`config.mk`:
```
export PLATFORM = sky130hd
export DESIGN_NAME = friet_rc_sequencer
export DESIGN_NICKNAME = d
export VERILOG_FILES = /design/src/rtl/friet_rc_pkg.sv /design/src/rtl/friet_rc_step.sv /design/src/rtl/friet_rc_sequencer.sv
export SDC_FILE = /design/constraint.sdc
export NUM_CORES = 1
export LEC_CHECK = 0
export CORE_MARGIN = 2
export CORE_UTILIZATION = 30
export DETAILED_ROUTE_END_ITERATION = 8
export SYNTH_ARGS = -nofsm -noshare
export SYNTH_HDL_FRONTEND = slang
export SYNTH_SLANG_ARGS = --single-unit
```
`constraint.sdc`:
```
create_clock -name clk -period 1.4 [get_ports clk]
set_clock_uncertainty 0.15 [all_clocks]
set_input_delay 0.21 -clock clk [delete_from_list [all_inputs] [get_ports clk]]
set_output_delay 0.21 -clock clk [all_outputs]
set_load 0.02 [all_outputs]
```
`src/rtl/friet_rc_pkg.sv`:
```
// Shared types and round-constant step functions for the Friet-P round-constant sequencer.
package friet_rc_pkg;

    localparam int unsigned RC_W = 5;

    typedef enum logic {IDLE, RUN} state_e;

    function automatic logic [RC_W-1:0] rc_step_f(input logic [RC_W-1:0] r);
        return {~r[4], r[2], r[1], r[0], r[0] ^ r[3]};
    endfunction

    function automatic logic [RC_W-1:0] rc_step_b(input logic [RC_W-1:0] r);
        return {~r[4], r[0] ^ r[1], r[3], r[2], r[1]};
    endfunction

    function automatic logic [RC_W-1:0] rc_advance(input logic [RC_W-1:0] r, input int unsigned n,
                                                   input logic dir);
        logic [RC_W-1:0] v;
        v = r;
        for (int unsigned i = 0; i < n; i++) begin
            v = dir ? rc_step_b(v) : rc_step_f(v);
        end
        return v;
    endfunction

    // Constant of the last forward round; the inverse direction starts here.
    function automatic logic [RC_W-1:0] rc_final(input logic [RC_W-1:0] init,
                                                 input int unsigned rounds);
        return rc_advance(init, rounds - 1, 1'b0);
    endfunction

endpackage

```
`src/rtl/friet_rc_step.sv`:
```
// One combinational round-constant step, forward (dir_i=0) or inverse (dir_i=1).
module friet_rc_step
    import friet_rc_pkg::*;
(
    input  logic            dir_i,
    input  logic [RC_W-1:0] rc_i,
    output logic [RC_W-1:0] rc_o
);

    always_comb begin
        rc_o = dir_i ? rc_step_b(rc_i) : rc_step_f(rc_i);
    end

endmodule

```
`src/rtl/friet_rc_sequencer.sv`:
```
// Registered round-constant sequencer: emits UNROLL Friet-P round constants per cycle,
// forward or inverse, under control of start/round_en/abort.
module friet_rc_sequencer
    import friet_rc_pkg::*;
#(
    parameter int unsigned     ROUNDS  = 24,
    parameter int unsigned     UNROLL  = 1,
    parameter logic [RC_W-1:0] RC_INIT = 5'b00001,
    localparam int unsigned    CNT_W   = $clog2(ROUNDS + 1)
) (
    input  logic                   clk,
    input  logic                   rstn,
    input  logic                   start,
    input  logic                   inverse,
    input  logic                   abort,
    input  logic                   round_en,
    output logic                   busy,
    output logic [RC_W*UNROLL-1:0] rc_out,
    output logic [CNT_W-1:0]       round_idx,
    output logic                   last,
    output logic                   done
);

    if (UNROLL == 0 || (ROUNDS % UNROLL) != 0) begin : g_bad_unroll
        $error("friet_rc_sequencer: ROUNDS must be a multiple of UNROLL");
    end

    localparam logic [RC_W-1:0]  RC_FINAL = rc_final(RC_INIT, ROUNDS);
    localparam logic [CNT_W-1:0] UNROLL_C = CNT_W'(UNROLL);
    localparam logic [CNT_W-1:0] LAST_C   = CNT_W'(ROUNDS - UNROLL);

    state_e           state_q, state_d;
    logic [RC_W-1:0]  rc_q, rc_d;
    logic             dir_q, dir_d;
    logic [CNT_W-1:0] cnt_q, cnt_d;
    logic             done_q, done_d;

    // lane[k] is the constant for the k-th round of this cycle; lane[UNROLL] is the next rc_q.
    logic [RC_W-1:0] lane [UNROLL+1];

    assign lane[0] = rc_q;

    for (genvar k = 0; k < UNROLL; k++) begin : g_lane
        friet_rc_step u_step (
            .dir_i (dir_q),
            .rc_i  (lane[k]),
            .rc_o  (lane[k+1])
        );
        assign rc_out[RC_W*k +: RC_W] = lane[k];
    end

    assign busy      = (state_q == RUN);
    assign last      = busy && (cnt_q == LAST_C);
    assign round_idx = cnt_q;
    assign done      = done_q;

    always_comb begin
        state_d = state_q;
        rc_d    = rc_q;
        dir_d   = dir_q;
        cnt_d   = cnt_q;
        done_d  = 1'b0;
        if (abort) begin
            state_d = IDLE;
            rc_d    = RC_INIT;
            dir_d   = 1'b0;
            cnt_d   = '0;
        end else begin
            case (state_q)
                IDLE: begin
                    if (start) begin
                        state_d = RUN;
                        dir_d   = inverse;
                        rc_d    = inverse ? RC_FINAL : RC_INIT;
                        cnt_d   = '0;
                    end
                end
                RUN: begin
                    if (round_en) begin
                        rc_d  = lane[UNROLL];
                        cnt_d = cnt_q + UNROLL_C;
                        if (last) begin
                            state_d = IDLE;
                            done_d  = 1'b1;
                        end
                    end
                end
                default: state_d = IDLE;
            endcase
        end
    end

    always_ff @(posedge clk) begin
        if (!rstn) begin
            state_q <= IDLE;
            rc_q    <= RC_INIT;
            dir_q   <= 1'b0;
            cnt_q   <= '0;
            done_q  <= 1'b0;
        end else begin
            state_q <= state_d;
            rc_q    <= rc_d;
            dir_q   <= dir_d;
            cnt_q   <= cnt_d;
            done_q  <= done_d;
        end
    end

endmodule

```
**Word-level counts from Yosys, hierarchy flattened**

Cells that the tools add are included.
W data, S select, Z words.

- Bits in registers: 13
- Input port bits: 6
- Output and inout port bits: 13
- Word-level logic and storage cells: 33

- Add/sub/neg operators: 1
- Equal/unequal tests: 3
- Muxes and demuxes: 13
- Bitwise operators: 6
- Reductions and logical operators: 5

Operators by type and width:

| operator | number |
|---|---|
| $mux W5 | 5 |
| $pmux W5 S2 | 2 |
| $add A5 B1 Y5 const B | 1 |
| $eq A5 B5 Y1 const B | 1 |
| $mux W1 | 4 |
| $mux W4 | 1 |
| $ne A2 B2 Y1 const B | 2 |
| $not A1 Y1 | 4 |
| $reduce_and A2 Y1 | 2 |
| $reduce_or A4 Y1 | 1 |
| $pmux W1 S2 | 1 |
| $reduce_or A2 Y1 | 1 |
| $xor A1 B1 Y1 | 2 |
| $logic_and A1 B1 Y1 | 1 |

**Depth between registers and ports, before layout**

- Word-level depth: 5
- Gate-level depth with buffers: 5
- Depth with buffers taken out: 4

**By module**

From an unflattened synthesis, not the netlist that was laid out.

- Cells, all modules: 79
- Area, all modules: 679.4 sq um

By module, submodules not included:

| module | instances | cells each | area an instance (sq um) | sequential area each (sq um) |
|---|---|---|---|---|
| friet_rc_sequencer | 1 | 70 | 618.1 | 260.2 |
| friet_rc_step | 1 | 9 | 61.3 | 0.0 |

**Worst setup path before layout**

Ideal clock, no wire load.

- Kind: flip-flop to output port
- Start: register cnt_q[0], in the netlist round_idx[0]
- End: output last
- Arrival time: 1.159 ns
- Required time: 1.040 ns
- Slack: -0.119 ns
- Stages on the path, launching flop included: 4
- Path buffers: 0
- Cell sequence: dfxtp_1 > ha_1 > nand4b_1 > nor2_1

- Word-level cells in the longest chain between the ends: 2

Ends and longest elaborated chain:

| item | RTL line | source |
|---|---|---|
| start: declaration | friet_rc_sequencer.sv:35 | `logic [CNT_W-1:0] cnt_q, cnt_d;` |
| start signal: assignment | friet_rc_sequencer.sv:104 | `cnt_q <= cnt_d;` |
| $eq A5 B5 Y1 | friet_rc_sequencer.sv:53 | `assign last = busy && (cnt_q == LAST_C);` |
| $logic_and A1 B1 Y1 | friet_rc_sequencer.sv:53 |  |
| end: declaration | friet_rc_sequencer.sv:20 | `output logic last,` |

Every way passes these cells.

**Final worst setup path**

- Start: register cnt_q[1], in the netlist round_idx[1]
- End: output last

The elaborated chain is that of the path after synthesis.

==> reports/metrics.cfg <==
[critical_path]
r2r-end = round_idx[4]$_SDFFE_PP0P_
slowest_stage = dfxtp_2
worstPathArrival_ns = 1.21
crit_chain = ha_4, nand4b_1, nor2_4, buf_6
worst-setup-path-type = reg2out
reg2regPathDepth = 5
critPathMaxFanout = 2
cp-start-kind = register
worstPathRequired_ns = 1.04
slowest_delay_ns = 0.36
reg2reg_slack_ns = 0
cp-startpoint = round_idx[1]$_SDFFE_PP0P_
r2r_start = round_idx[1]$_SDFFE_PP0P_
end_kind = output pin

[status]
violations = negative setup slack
outcome = finished with violations

[global_route]
grt_pass1_vias = 619
grt_max_degree = 9
grt_overflow = 0
grtUsageTotal_pct = 13.2
antenna_found_initial = 0
grt_pass1_wl_um = 2530

[drt]
wl_per_cell_um = 11.9
via_per_inst = 4.90
drtIter0Drc = 14
via_count = 662
drt_wl_total_um = 1600
final_antenna_net_count = 0
dr.pass1.iters = 4
drc = 0

[cts]
clock_path_buffers = 2
clk_pin_slew_ns = 0.08
htree_levels = 1
clk_latency_ns = 0.27
cts_tree = done
cts_root_buffer = clkbuf_4
cts_buffers = 3
numClockSinks = 13

[sta]
finalHoldViolations = 0
timing.final.crit_share_pct = 112
grt_setup_unrepaired = true
period_needed_ns = 1.57
slew_violations = 0
slew-limit-headroom_pct = 79.7
max_clock_freq_ghz = 0.635
setup_viol = 2
worst_slack_ns = -0.175
tightest_slew_ns = 0.298

[pwr]
power_mw = 0.735
vdd_drop_max_v = 0.000454
power_leakage_nw = 0.399
pwr_density_cell_mw_per_mm2 = 716

[logic_synthesis]
synthCells = 68
synthArstFlopShare_pct = 0
ys_seq_elements = 13
synth.distinct_cells = 30
synth_edf_count = 0
ys_seq_area_share_pct = 40.6
synthAdderAreaFrac_pct = 1.95
synth_xor_xnor_area_share_pct = 2.73
syn_nets = 75
yosys.area_share.simple_pct = 20.9
synth_area_per_cell_um2 = 9.42
synthMuxAreaShare_pct = 10.2
synth_top_family_by_area = simple AND/OR/NAND/NOR gates
yosysWarnings = 0
syn-cell-area_um2 = 641
synth_compound_area_share_pct = 18.8
synth_top_flop_cell = dfxtp_1

[hold_path]
hold_path.class = in2reg
hold_path.startpoint = rstn
holdPathEnd = rc_out[3]$_SDFFE_PP0P_
holdPathStages = 3

[final_layout]
final_common_cell = buf_4
drive_gt1_share_pct = 42.6
final_cells = 135
fin_nets = 116
utilization_pct = 51.8
n_antenna_cell = 0
final_area_mm2 = 0.00103
mostFrequentLayoutCells = buf_4 (20), dfxtp_1 (10)
area_growth_pct = 60.2
n_fill_cell = 184

[place]
numPortBuffers = 18
placedInstanceArea_mm2 = 0.00100
place_congestion = 0.790
placedCellCount = 131
hpwlAfterDp_um = 1190

[flow_run]
max_cap_violations = 0

[die]
ios = 19
die_y_um = 50.2
std_cell_rows = 16
core-area_mm2 = 0.00198
initial_core_util_pct = 32.3
dieArea_mm2 = 0.00252
die_w_um = 50.2

-- cell families after synthesis --
kind of cell / Yosys count
AOI/OAI and AO/OA: 18
xor gates and xnor gates: 2
adders and majority gates: 1
buffers and inverters: 6
DFF: 13
muxes: 5
and+or+nand+nor: 23
-- through the flow --
step | TNS [ns] | worst slack (ns) | hold slack, ns
after floorplan | 0 | 0.0310 | 0.213
after global placement | -2.07 | -0.339 | 0.406
after detailed placement | -2.13 | -0.356 | 0.422
after CTS | -0.202 | -0.202 | 0.402
after global routing | -0.291 | -0.256 | 0.409
final | -0.176 | -0.175 | 0.397
-- sequential cells by signal, indices dropped and copies added, names as in the netlist --
register	count
busy	1
round_idx	5
rc_out	5
done	1
dir_q	1
-- Yosys cell counts (all sizes together), types with 2 or more instances --
| library cell | number | area share, % |
|---|---|---|
| o211ai | 3 | 3.5 |
| nand2 | 6 | 3.9 |
| nor2 | 4 | 2.3 |
| a21o | 2 | 2.3 |
| inv | 3 | 1.8 |
| mux2 | 2 | 3.5 |
| xnor2 | 2 | 2.7 |
| nand2b | 2 | 3.1 |
| buf | 2 | 2.5 |
| nand3 | 3 | 2.3 |
| a21oi | 6 | 4.7 |
| dfxtp | 13 | 41 |
| a221oi | 2 | 3.7 |
| mux2i | 3 | 6.6 |
| nand3b | 2 | 2.3 |
| or3 | 2 | 2.0 |
| o21ai | 3 | 2.3 |
-- how the worst max path moves through the flow --
stage,slack (ns),to
6_report,-0.17,last
5_1_grt,-0.26,last
4_1_cts,-0.20,last
3_5_place_dp,-0.36,last
3_3_place_gp,-0.34,last
2_1_floorplan,0.03,round_idx[3]$_SDFFE_PP0P_
-- cell type report --
cell class                 instances  area, µm²  share of cell area, %
timing repair buffer              39        313                   30.5
tap                               27       33.8                   3.29
inverter                           3       11.3                   1.10
sequential                        13        264                   25.7
multi-input combinational         49        378                   36.8
clock buffer                       4       26.3                   2.56
-- where the power goes --
part           switching (mW)  leakage [nW]  internal [mW]  total (mW)
Sequential            0.00475         0.107          0.377       0.381
Combinational          0.0561         0.277         0.0621       0.118
Clock                   0.125        0.0150          0.110       0.235
-- worst max-delay path, delay by kind of cell (launching register included) --
family | cells | cell delay, ns
fa+ha+maj | 1 | 0.14
buf+inv | 1 | 0.12
flops | 1 | 0.36
simple gates | 2 | 0.33
-- per-layer routing --
| layer | vias to the layer above | GRT usage [%] | share of wire [%] |
|---|---|---|---|
| li1 | 329 | - | - |
| met1 | 309 | 16.8 | 47 |
| met2 | 20 | 21.3 | 47 |
| met3 | 4 | 2.68 | 4.4 |
| met4 | 0 | 6.48 | 1.4 |
| met5 | - | 0 | 0 |
-- timing repair --
item,in CTS,in global routing
setup buffers,0,1
pin swaps,0,4
hold buffers,0,0
endpoints found under the setup margin,15,15
gates cloned,0,0
gates resized for setup,25,13
Note: power is estimated with default switching activity, not from simulation.
==> variant: new RTL, same flow settings <==
`ROUNDS`: 24 -> 48.
--- a/src/rtl/friet_rc_sequencer.sv
+++ b/src/rtl/friet_rc_sequencer.sv
@@ -3,7 +3,7 @@
 module friet_rc_sequencer
     import friet_rc_pkg::*;
 #(
-    parameter int unsigned     ROUNDS  = 24,
+    parameter int unsigned     ROUNDS  = 48,
     parameter int unsigned     UNROLL  = 1,
     parameter logic [RC_W-1:0] RC_INIT = 5'b00001,
     localparam int unsigned    CNT_W   = $clog2(ROUNDS + 1)
Ports: changed (resized round_idx); port bits go from 19 to 20. The function was not compared with the original's and may differ.
==> variant against the original RTL <==
  * The run still ends with negative setup slack left
  * Design area rose by 12%
  * Total power rose by 11%
  * Sequential cell count rose by 1
  * Sequential power rose by 7.3%
  * Hold slack improved by 0.014 ns
  * Register-to-register slack barely moved
  * Count of clock-buffer cells in the layout did not move
  * Global-route usage rose by 2.0 points
  * Worst setup slack got worse by 0.0037 ns
  * Sequential share of layout area fell by 0.46 points
  * Area after synthesis rose by 7.6%
  * Wire length rose by 12%
  * Critical path depth did not move
  * Utilization rose by 0.89 points
==> variant: results <==
metrics = {
    "detailed_routing": {
        "wl_met1_um": 806,
        "vias": 705,
        "via_per_inst": 4.80,
        "routed-wl-met2_um": 904,
        "first_iter_violations": 7,
        "top_layer": "met3",
    },
    "global_route": {
        "first_global_vias": 672,
        "grt.total_usage_pct": 15.2,
        "grt_pass1_wl_um": 3040,
        "grt_max_degree": 13,
    },
    "place": {
        "dp_hpwl_um": 1350,
        "gp_routability_congestion": 0.863,
        "dp.cells": 142,
        "port-buffer-count": 19,
    },
    "sta": {
        "maxSlewHeadroom_pct": 83.7,
        "whs_ns": 0.411,
        "setup_slack_ns": -0.178,
        "setup_viol": 1,
    },
    "worst_hold_path": {
        "worstHoldEndpoint": "dir_q",
        "hp-start": "dir_q",
    },
    "outcome": {
        "status": "complete, but fails checks",
        "violations": "negative setup slack",
    },
    "synth": {
        "yosysSeqAreaShare_pct": 40.7,
        "syn_nets": 84,
        "synth_cells": 77,
        "synth_common_cells": "14 x dfxtp_1, 9 x a21oi_1, 8 x nand2_1",
        "yosysUniqueCellTypes": 28,
        "ys_top_cells_by_area": "dfxtp_1 41%, a21oi_1 6.5%, mux2_2 6.5%, mux2i_1 5.8%, o21ai_0 4.4%",
    },
    "setup_path": {
        "r2r_end": "round_idx[3]",
    },
    "power_and_ir_drop": {
        "vdd_ir_drop_max_uv": 686,
    },
}
[variant: logic make-up after synthesis]
kind of cell	share of synthesized area, %
AND/OR/NAND/NOR	19.8
AO/OA/AOI/OAI	18.9
flip-flops	40.7
multiplexers	12.3
buffers and inverters	3.99
XOR/XNOR	2.54
adder cells (fa/ha/maj)	1.81
[variant: how the worst max path moves through the flow]
stage	startpoint	end	slack [ns]	cells past startpoint
after floorplan	round_idx[0]	done	-0.01	4
after global placement	round_idx[0]	last	-0.36	4
after detailed placement	round_idx[0]	last	-0.39	4
after CTS	round_idx[0]	last	-0.20	4
after global routing	round_idx[1]	last	-0.25	4
final	round_idx[1]	last	-0.18	4
[variant: layer usage]
layer  vias up  track usage (%)
met5         -                0
met4         0             2.63
met3         0             5.17
met2        15             26.2
met1       329             18.4
li1        361                -
[variant: where the power goes]
group          switching (µW)  total (µW)  internal, µW  leakage, µW
registers                5.37         409           404     0.000117
logic                    57.7         120          62.6     0.000329
clock network             131         289           158    0.0000210
total                     194         819           625     0.000467
[variant: through the flow]
| step | util [%] | TNS, ns | power (µW) | setup slack [ns] |
|---|---|---|---|---|
| after floorplan | - | -0.0119 | 473 | -0.0119 |
| after global placement | 48.8 | -2.43 | 535 | -0.361 |
| after detailed placement | 48.8 | -2.60 | 536 | -0.394 |
| after CTS | 50.8 | -0.198 | 825 | -0.198 |
| after global routing | 52.7 | -0.321 | 860 | -0.249 |
| final | 52.7 | -0.178 | 819 | -0.178 |
[variant: layout make-up]
cell class	instances	area [µm²]
sequential	14	292
multi-input combinational	59	449
clock buffer	4	36.3
fill	207	1040
tap	28	35.0
timing repair buffer	42	342
[variant: repair_timing]
item / CTS / global route
endpoints found under the setup margin: 15 / 10
resized for setup: 40 / 13
buffers inserted: 0 / 1
hold buffers: 0 / 0
pin swaps: 0 / 5
cloned: 0 / 0
[variant: worst reg2reg max path: stages, from the launching register on]
cell     delay (ns)
dfxtp_2        0.36
buf_6          0.12
nand3_2        0.09
buf_4          0.15
or3_4          0.32
a21oi_2        0.13
